===== src/rtl/if_stage_fetch_q_pkg.sv =====
// Shared widths, constants and bus layout helpers for the fetch stage.
// The decode bus is packed as {adef, pc, inst}, inst in the low bits.
package if_stage_fetch_q_pkg;

  localparam logic [31:0] RESET_PC_DEFAULT = 32'h1c000000;
  localparam logic [1:0]  SRAM_SIZE_WORD   = 2'b10;
  localparam int          PC_STEP          = 4;

  function automatic int fs_to_ds_bus_wd(input int pc_w, input int inst_w);
    return 1 + pc_w + inst_w;
  endfunction

  function automatic int br_bus_wd(input int pc_w);
    return 1 + pc_w;
  endfunction

  function automatic int bus_pc_lsb(input int inst_w);
    return inst_w;
  endfunction

  function automatic int bus_adef_bit(input int pc_w, input int inst_w);
    return pc_w + inst_w;
  endfunction

endpackage


===== src/rtl/if_stage_fetch_q_fifo.sv =====
// Synchronous FIFO with flush and occupancy count; DEPTH must be a power of 2.
// Flush wins over push and pop in the same cycle.
module if_stage_fetch_q_fifo #(
  parameter int WIDTH = 32,
  parameter int DEPTH = 4
) (
  input  logic                       clk,
  input  logic                       rst_n,
  input  logic                       i_flush,
  input  logic                       i_push,
  input  logic                       i_pop,
  input  logic [WIDTH-1:0]           i_wdata,
  output logic [WIDTH-1:0]           o_rdata,
  output logic [$clog2(DEPTH):0]     o_count,
  output logic                       o_full,
  output logic                       o_empty
);

  localparam int AW = $clog2(DEPTH);
  localparam int CW = AW + 1;

  logic [WIDTH-1:0] r_mem [DEPTH];
  logic [AW-1:0]    r_wptr;
  logic [AW-1:0]    r_rptr;
  logic [CW-1:0]    r_count;
  logic             w_push;
  logic             w_pop;

  assign w_push  = i_push && !i_flush;
  assign w_pop   = i_pop && !i_flush && !o_empty;
  assign o_count = r_count;
  assign o_full  = (r_count == CW'(DEPTH));
  assign o_empty = (r_count == '0);
  assign o_rdata = r_mem[r_rptr];

  always_ff @(posedge clk or negedge rst_n) begin
    if (!rst_n) begin
      r_wptr  <= '0;
      r_rptr  <= '0;
      r_count <= '0;
    end else if (i_flush) begin
      r_wptr  <= '0;
      r_rptr  <= '0;
      r_count <= '0;
    end else begin
      if (w_push) r_wptr <= r_wptr + AW'(1);
      if (w_pop)  r_rptr <= r_rptr + AW'(1);
      case ({w_push, w_pop})
        2'b10:   r_count <= r_count + CW'(1);
        2'b01:   r_count <= r_count - CW'(1);
        default: r_count <= r_count;
      endcase
    end
  end

  always_ff @(posedge clk) begin
    if (w_push) r_mem[r_wptr] <= i_wdata;
  end

  // Writing a full FIFO without a simultaneous pop means the credit scheme broke.
  assert property (@(posedge clk) disable iff (!rst_n) !(w_push && !w_pop && o_full));

endmodule


===== src/rtl/if_stage_fetch_q.sv =====
// Fetch stage with multiple outstanding sram-like requests, in-order responses,
// an instruction buffer toward decode and redirect/stale-response handling.
module if_stage_fetch_q
  import if_stage_fetch_q_pkg::*;
#(
  parameter int              PC_W       = 32,
  parameter logic [PC_W-1:0] RESET_PC   = PC_W'(RESET_PC_DEFAULT),
  parameter int              IBUF_DEPTH = 4,
  parameter int              INST_W     = 32
) (
  input  logic                     clk,
  input  logic                     resetn,
  input  logic                     ds_allow_in,
  output logic                     fs_to_ds_valid,
  output logic [PC_W+INST_W:0]     fs_to_ds_bus,
  input  logic                     br_taken,
  input  logic [PC_W-1:0]          br_target,
  output logic                     inst_sram_req,
  output logic                     inst_sram_wr,
  output logic [1:0]               inst_sram_size,
  output logic [PC_W-1:0]          inst_sram_addr,
  output logic [31:0]              inst_sram_wdata,
  input  logic                     inst_sram_addr_ok,
  input  logic                     inst_sram_data_ok,
  input  logic [INST_W-1:0]        inst_sram_rdata
);

  localparam int CW    = $clog2(IBUF_DEPTH) + 1;
  localparam int BUS_W = fs_to_ds_bus_wd(PC_W, INST_W);

  logic [PC_W-1:0]  r_fetch_pc;
  logic [CW-1:0]    r_outstanding;
  logic [CW-1:0]    r_discard;
  logic             r_adef_pend;
  logic             r_adef_done;

  logic [CW:0]      w_inflight;
  logic             w_req;
  logic             w_hs;
  logic [CW-1:0]    w_out_after_rsp;
  logic             w_data_push;
  logic             w_adef_push;
  logic             w_ib_push;
  logic             w_ib_pop;
  logic [BUS_W-1:0] w_ib_wdata;
  logic [BUS_W-1:0] w_ib_rdata;
  logic [CW-1:0]    w_ib_count;
  logic             w_ib_full;
  logic             w_ib_empty;
  logic [PC_W-1:0]  w_tag_pc;
  logic [CW-1:0]    w_tag_count;
  logic             w_tag_full;
  logic             w_tag_empty;

  // Outstanding requests (stale ones included) plus buffered entries never exceed the buffer.
  assign w_inflight = {1'b0, r_outstanding} + {1'b0, w_ib_count};
  assign w_req      = resetn && !br_taken && !r_adef_pend
                      && (w_inflight < (CW+1)'(IBUF_DEPTH));
  assign w_hs       = w_req && inst_sram_addr_ok;

  assign inst_sram_req   = w_req;
  assign inst_sram_addr  = r_fetch_pc;
  assign inst_sram_wr    = 1'b0;
  assign inst_sram_size  = SRAM_SIZE_WORD;
  assign inst_sram_wdata = 32'h0;

  assign w_out_after_rsp = r_outstanding - CW'(inst_sram_data_ok);
  assign w_data_push     = inst_sram_data_ok && (r_discard == '0) && !br_taken;
  assign w_adef_push     = r_adef_pend && !r_adef_done && (r_outstanding == '0)
                           && !w_ib_full && !br_taken;
  assign w_ib_push       = w_data_push || w_adef_push;
  assign w_ib_wdata      = w_adef_push ? {1'b1, r_fetch_pc, {INST_W{1'b0}}}
                                       : {1'b0, w_tag_pc, inst_sram_rdata};

  assign fs_to_ds_valid = !w_ib_empty && !br_taken;
  assign fs_to_ds_bus   = w_ib_rdata;
  assign w_ib_pop       = fs_to_ds_valid && ds_allow_in;

  if_stage_fetch_q_fifo #(.WIDTH(BUS_W), .DEPTH(IBUF_DEPTH)) u_ibuf (
    .clk     (clk),
    .rst_n   (resetn),
    .i_flush (br_taken),
    .i_push  (w_ib_push),
    .i_pop   (w_ib_pop),
    .i_wdata (w_ib_wdata),
    .o_rdata (w_ib_rdata),
    .o_count (w_ib_count),
    .o_full  (w_ib_full),
    .o_empty (w_ib_empty)
  );

  // Tags survive redirects: every in-flight response still has to be matched and popped.
  if_stage_fetch_q_fifo #(.WIDTH(PC_W), .DEPTH(IBUF_DEPTH)) u_tag (
    .clk     (clk),
    .rst_n   (resetn),
    .i_flush (1'b0),
    .i_push  (w_hs),
    .i_pop   (inst_sram_data_ok),
    .i_wdata (r_fetch_pc),
    .o_rdata (w_tag_pc),
    .o_count (w_tag_count),
    .o_full  (w_tag_full),
    .o_empty (w_tag_empty)
  );

  always_ff @(posedge clk or negedge resetn) begin
    if (!resetn) begin
      r_fetch_pc    <= RESET_PC;
      r_outstanding <= '0;
      r_discard     <= '0;
      r_adef_pend   <= 1'b0;
      r_adef_done   <= 1'b0;
    end else begin
      r_outstanding <= w_out_after_rsp + CW'(w_hs);
      if (br_taken) begin
        r_fetch_pc  <= br_target;
        r_discard   <= w_out_after_rsp;
        r_adef_pend <= |br_target[1:0];
        r_adef_done <= 1'b0;
      end else begin
        if (w_hs) r_fetch_pc <= r_fetch_pc + PC_W'(PC_STEP);
        if (inst_sram_data_ok && (r_discard != '0)) r_discard <= r_discard - CW'(1);
        if (w_adef_push) r_adef_done <= 1'b1;
      end
    end
  end

  assert property (@(posedge clk) disable iff (!resetn) w_tag_count == r_outstanding);
  assert property (@(posedge clk) disable iff (!resetn) !(inst_sram_data_ok && w_tag_empty));
  assert property (@(posedge clk) disable iff (!resetn)
                   !(w_hs && w_tag_full && !inst_sram_data_ok));

endmodule


===== config.mk =====
export PLATFORM = sky130hd
export DESIGN_NAME = if_stage_fetch_q
export DESIGN_NICKNAME = d
export VERILOG_FILES = /design/src/rtl/if_stage_fetch_q_pkg.sv /design/src/rtl/if_stage_fetch_q_fifo.sv /design/src/rtl/if_stage_fetch_q.sv
export SDC_FILE = /design/constraint.sdc
export NUM_CORES = 1
export LEC_CHECK = 0
export ABC_AREA = 1
export CORE_MARGIN = 8
export CORE_UTILIZATION = 40
export CTS_CLUSTER_SIZE = 16
export DETAILED_ROUTE_END_ITERATION = 16
export PLACE_DENSITY_LB_ADDON = 0.2
export SLEW_MARGIN = 5
export SYNTH_ARGS = -nofsm -noshare
export SYNTH_HDL_FRONTEND = slang
export SYNTH_SLANG_ARGS = --single-unit

===== constraint.sdc =====
create_clock -name clk -period 9.2 [get_ports clk]
set_input_delay 1.84 -clock clk [delete_from_list [all_inputs] [get_ports clk]]
set_output_delay 1.84 -clock clk [all_outputs]
set_load 0.02 [all_outputs]

==> impl_metrics.py <==
metrics = {
    "final_layout": {
        "n_antenna_cell": 0,
        "regArea_sq_um": 13000,
        "area_delta_synth_final_pct": 18.7,
        "layout.nets": 1924,
        "multi_input_area_sq_um": 4990,
        "layout-drive-gt1-share": 0.0674,
        "fillers": 4234,
    },
    "sta": {
        "worstMarginPinSlew_ps": 1070,
        "finalCritPeriodShare": 0.627,
        "rsz0062_at_grt": "no",
        "finalSetupViolations": 0,
        "hold_violations": 0,
        "fin_worst_skew_ps": 29.7,
        "finalCriticalPeriod_ps": 5770,
        "fmax_mhz": 173,
        "fin_hold_ws_ps": 472,
        "report.final.slew_viol_count": 0,
        "setup-tns-final_ps": 0,
        "max-slew-margin-rel": 0.288,
    },
    "pwr": {
        "p_leak_nw": 8.21,
        "power.density_nw_per_um2": 282,
        "ir_drop_uv": 137,
    },
    "logic_synthesis": {
        "ys_async_sr_fraction": 0.122,
        "synth_edf_count": 388,
        "yosysWarnings": 0,
        "post-synth-top-area-cell": "edfxtp_1",
        "synth.most_common_cell": "edfxtp_1",
        "netlist_area_sq_um": 18900,
        "syn_area_per_cell_sq_um": 11.2,
        "synth.area.top_cells": "edfxtp_1 62%, dfrtp_1 6.7%, nor2_1 6.0%, o21ai_0 5.6%, nand2_1 4.7%",
        "ys_ff_latch": 442,
        "synth.distinct_cells": 34,
        "netlist_top_cells_count": "388 x edfxtp_1, 300 x nor2_1, 235 x nand2_1",
        "seq_area_frac_synth": 0.687,
        "syn_inst": 1687,
        "ys.flop_type": "edfxtp_1",
        "synth_top_area_frac": 0.616,
    },
    "route": {
        "avgViaCountPerCell": 5.10,
        "drtIter0Drc": 926,
        "route.detailed.drc": 0,
        "post_drt_wl_per_cell_microns": 18.7,
        "antenna_left": 0,
        "dr_total_vias": 12620,
        "drtPass1Iterations": 5,
        "drt_wl_total_microns": 46400,
    },
    "place": {
        "place_hpwl_microns": 28300,
        "globalplace.congestion": 0.847,
        "io_buffers": 168,
    },
    "die": {
        "dieArea_sq_um": 54500,
        "ios": 204,
        "core_area_sq_um": 46700,
        "dieHeight_microns": 234,
        "die_x_microns": 234,
        "initial_utilization": 0.406,
        "num_rows": 79,
    },
    "global_routing": {
        "track_usage": 0.168,
        "gr-total-overflow": 0,
        "grt_pass1_vias": 12459,
        "grt_pass1_wl_microns": 71500,
        "antenna_found_initial": 0,
        "grt_start_max_net_pins": 83,
    },
    "clocking": {
        "cts.sinks": 442,
        "postCtsHoldBufs": 0,
        "cts_tree": "done",
        "post_cts_resize_count": 0,
        "clk_latency_ps": 570,
        "numCtsBuffers": 47,
        "path_clk_slew_ps": 60,
        "cts_setup_buffers": 0,
        "cts_buffer_depth": 3,
        "clockRootBuffer": "clkbuf_16",
        "h-tree-depth": 2,
    },
    "setup_path": {
        "critPathKind": "reg -> out",
        "rr_endpoint": "u_ibuf.r_mem[3][36]",
        "reg2reg_slack_ps": 6030,
        "start_kind": "register",
        "crit_fanout": 80,
        "crit_required_ps": 7360,
        "r2r_cells": 7,
        "cp.arrival_ps": 3930,
        "end_kind": "output pin",
        "timing.rr.start": "r_discard[0]",
    },
    "hold_path": {
        "hold_path_depth": 1,
        "hp-class": "reg -> reg",
        "hold_end": "u_tag.o_count[0]",
        "holdCritStartpoint": "u_tag.o_count[0]",
    },
    "run": {
        "max_cap_viol_count": 0,
    },
    "run_status": {
        "status": "complete, no violations",
    },
}
-- logic make-up (layout without fill, tap and decap cells) --
group                    after synthesis  after routing  synth area share
other                                  2             35          0.000397
adder cells (fa/ha/maj)               20             20            0.0140
XOR/XNOR                              17             17           0.00787
AO/OA/AOI/OAI                        351            351             0.100
AND/OR/NAND/NOR                      616            616             0.131
buffers and inverters                239            388            0.0589
flip-flops                           442            442             0.687
-- metal layers --
layer,GRT usage,share of wire,vias up
li1,-,-,6077
met1,0.229,0.45,6128
met2,0.272,0.47,346
met3,0.0279,0.055,69
met4,0.0509,0.024,0
met5,0,0,-
-- critical path, cell delays in order (launching register included) --
cell and delay, ps:
dfrtp_4 770, clkinv_2 990, buf_4 630, o21ai_0 220
o22ai_1 130, clkdlybuf4s50_1 560
-- metrics by stage --
| step | util | std cells | setup slack (ps) | area, sq um | power [mW] |
|---|---|---|---|---|---|
| after floorplan | - | 1720 | 3160 | 19000 | 3.81 |
| after global placement | 0.450 | 2392 | 3850 | 21000 | 4.60 |
| after detailed placement | 0.450 | 2392 | 3830 | 21000 | 4.64 |
| after CTS | 0.481 | 2476 | 3340 | 22500 | 6.42 |
| after global routing | 0.481 | 2476 | 3030 | 22500 | 6.68 |
| final | 0.481 | 2476 | 3430 | 22500 | 6.34 |
-- how the worst max path moves through the flow --
stage | from | to | depth (start not counted)
final | u_ibuf.r_rptr[0] | fs_to_ds_bus[13] | 5
after global routing | u_ibuf.r_rptr[0] | fs_to_ds_bus[13] | 5
after CTS | u_ibuf.r_rptr[0] | fs_to_ds_bus[7] | 5
after detailed placement | br_taken | inst_sram_req | 6
after global placement | br_taken | inst_sram_req | 6
after floorplan | br_taken | u_ibuf.r_mem[0][0] | 8
-- sequential cells by signal (all words and copies together) (netlist names) --
name and count:
u_ibuf.r_rptr 2, u_ibuf.o_count 3, r_adef_pend 1, u_tag.o_count 3, inst_sram_addr 32, u_ibuf.r_wptr 2
u_tag.r_rptr 2, r_adef_done 1, u_tag.r_wptr 2, r_outstanding 3, u_tag.r_mem 128, u_ibuf.r_mem 260
r_discard 3
-- placed cells by master, fill, tap and decap left out, drive strengths merged, types with 35 or more instances in the layout --
| cell | Yosys | layout |
|---|---|---|
| edfxtp | 388 | 388 |
| clkbuf | 50 | 62 |
| nand2 | 239 | 239 |
| o21ai | 245 | 245 |
| nand3 | 62 | 62 |
| nor2 | 309 | 309 |
| inv | 116 | 116 |
| dfrtp | 51 | 51 |
| clkdlybuf4s50 | 0 | 166 |
| o22ai | 92 | 92 |
| conb | 2 | 35 |
-- final cells by class --
cell class,count,share of cell area
repair buffers,187,0.0808
multi-input cells,1039,0.222
inverters,117,0.0198
clock buffers,62,0.0580
clock inverters,22,0.00629
flip-flops and latches,442,0.579
well taps,607,0.0338
-- power by group --
group	total (mW)	internal, mW	switching (mW)
combinational	1.96	0.679	1.28
sequential	2.62	2.49	0.127
clock	1.76	1.02	0.741
No activity file was read; power rests on OpenSTA's default activity.
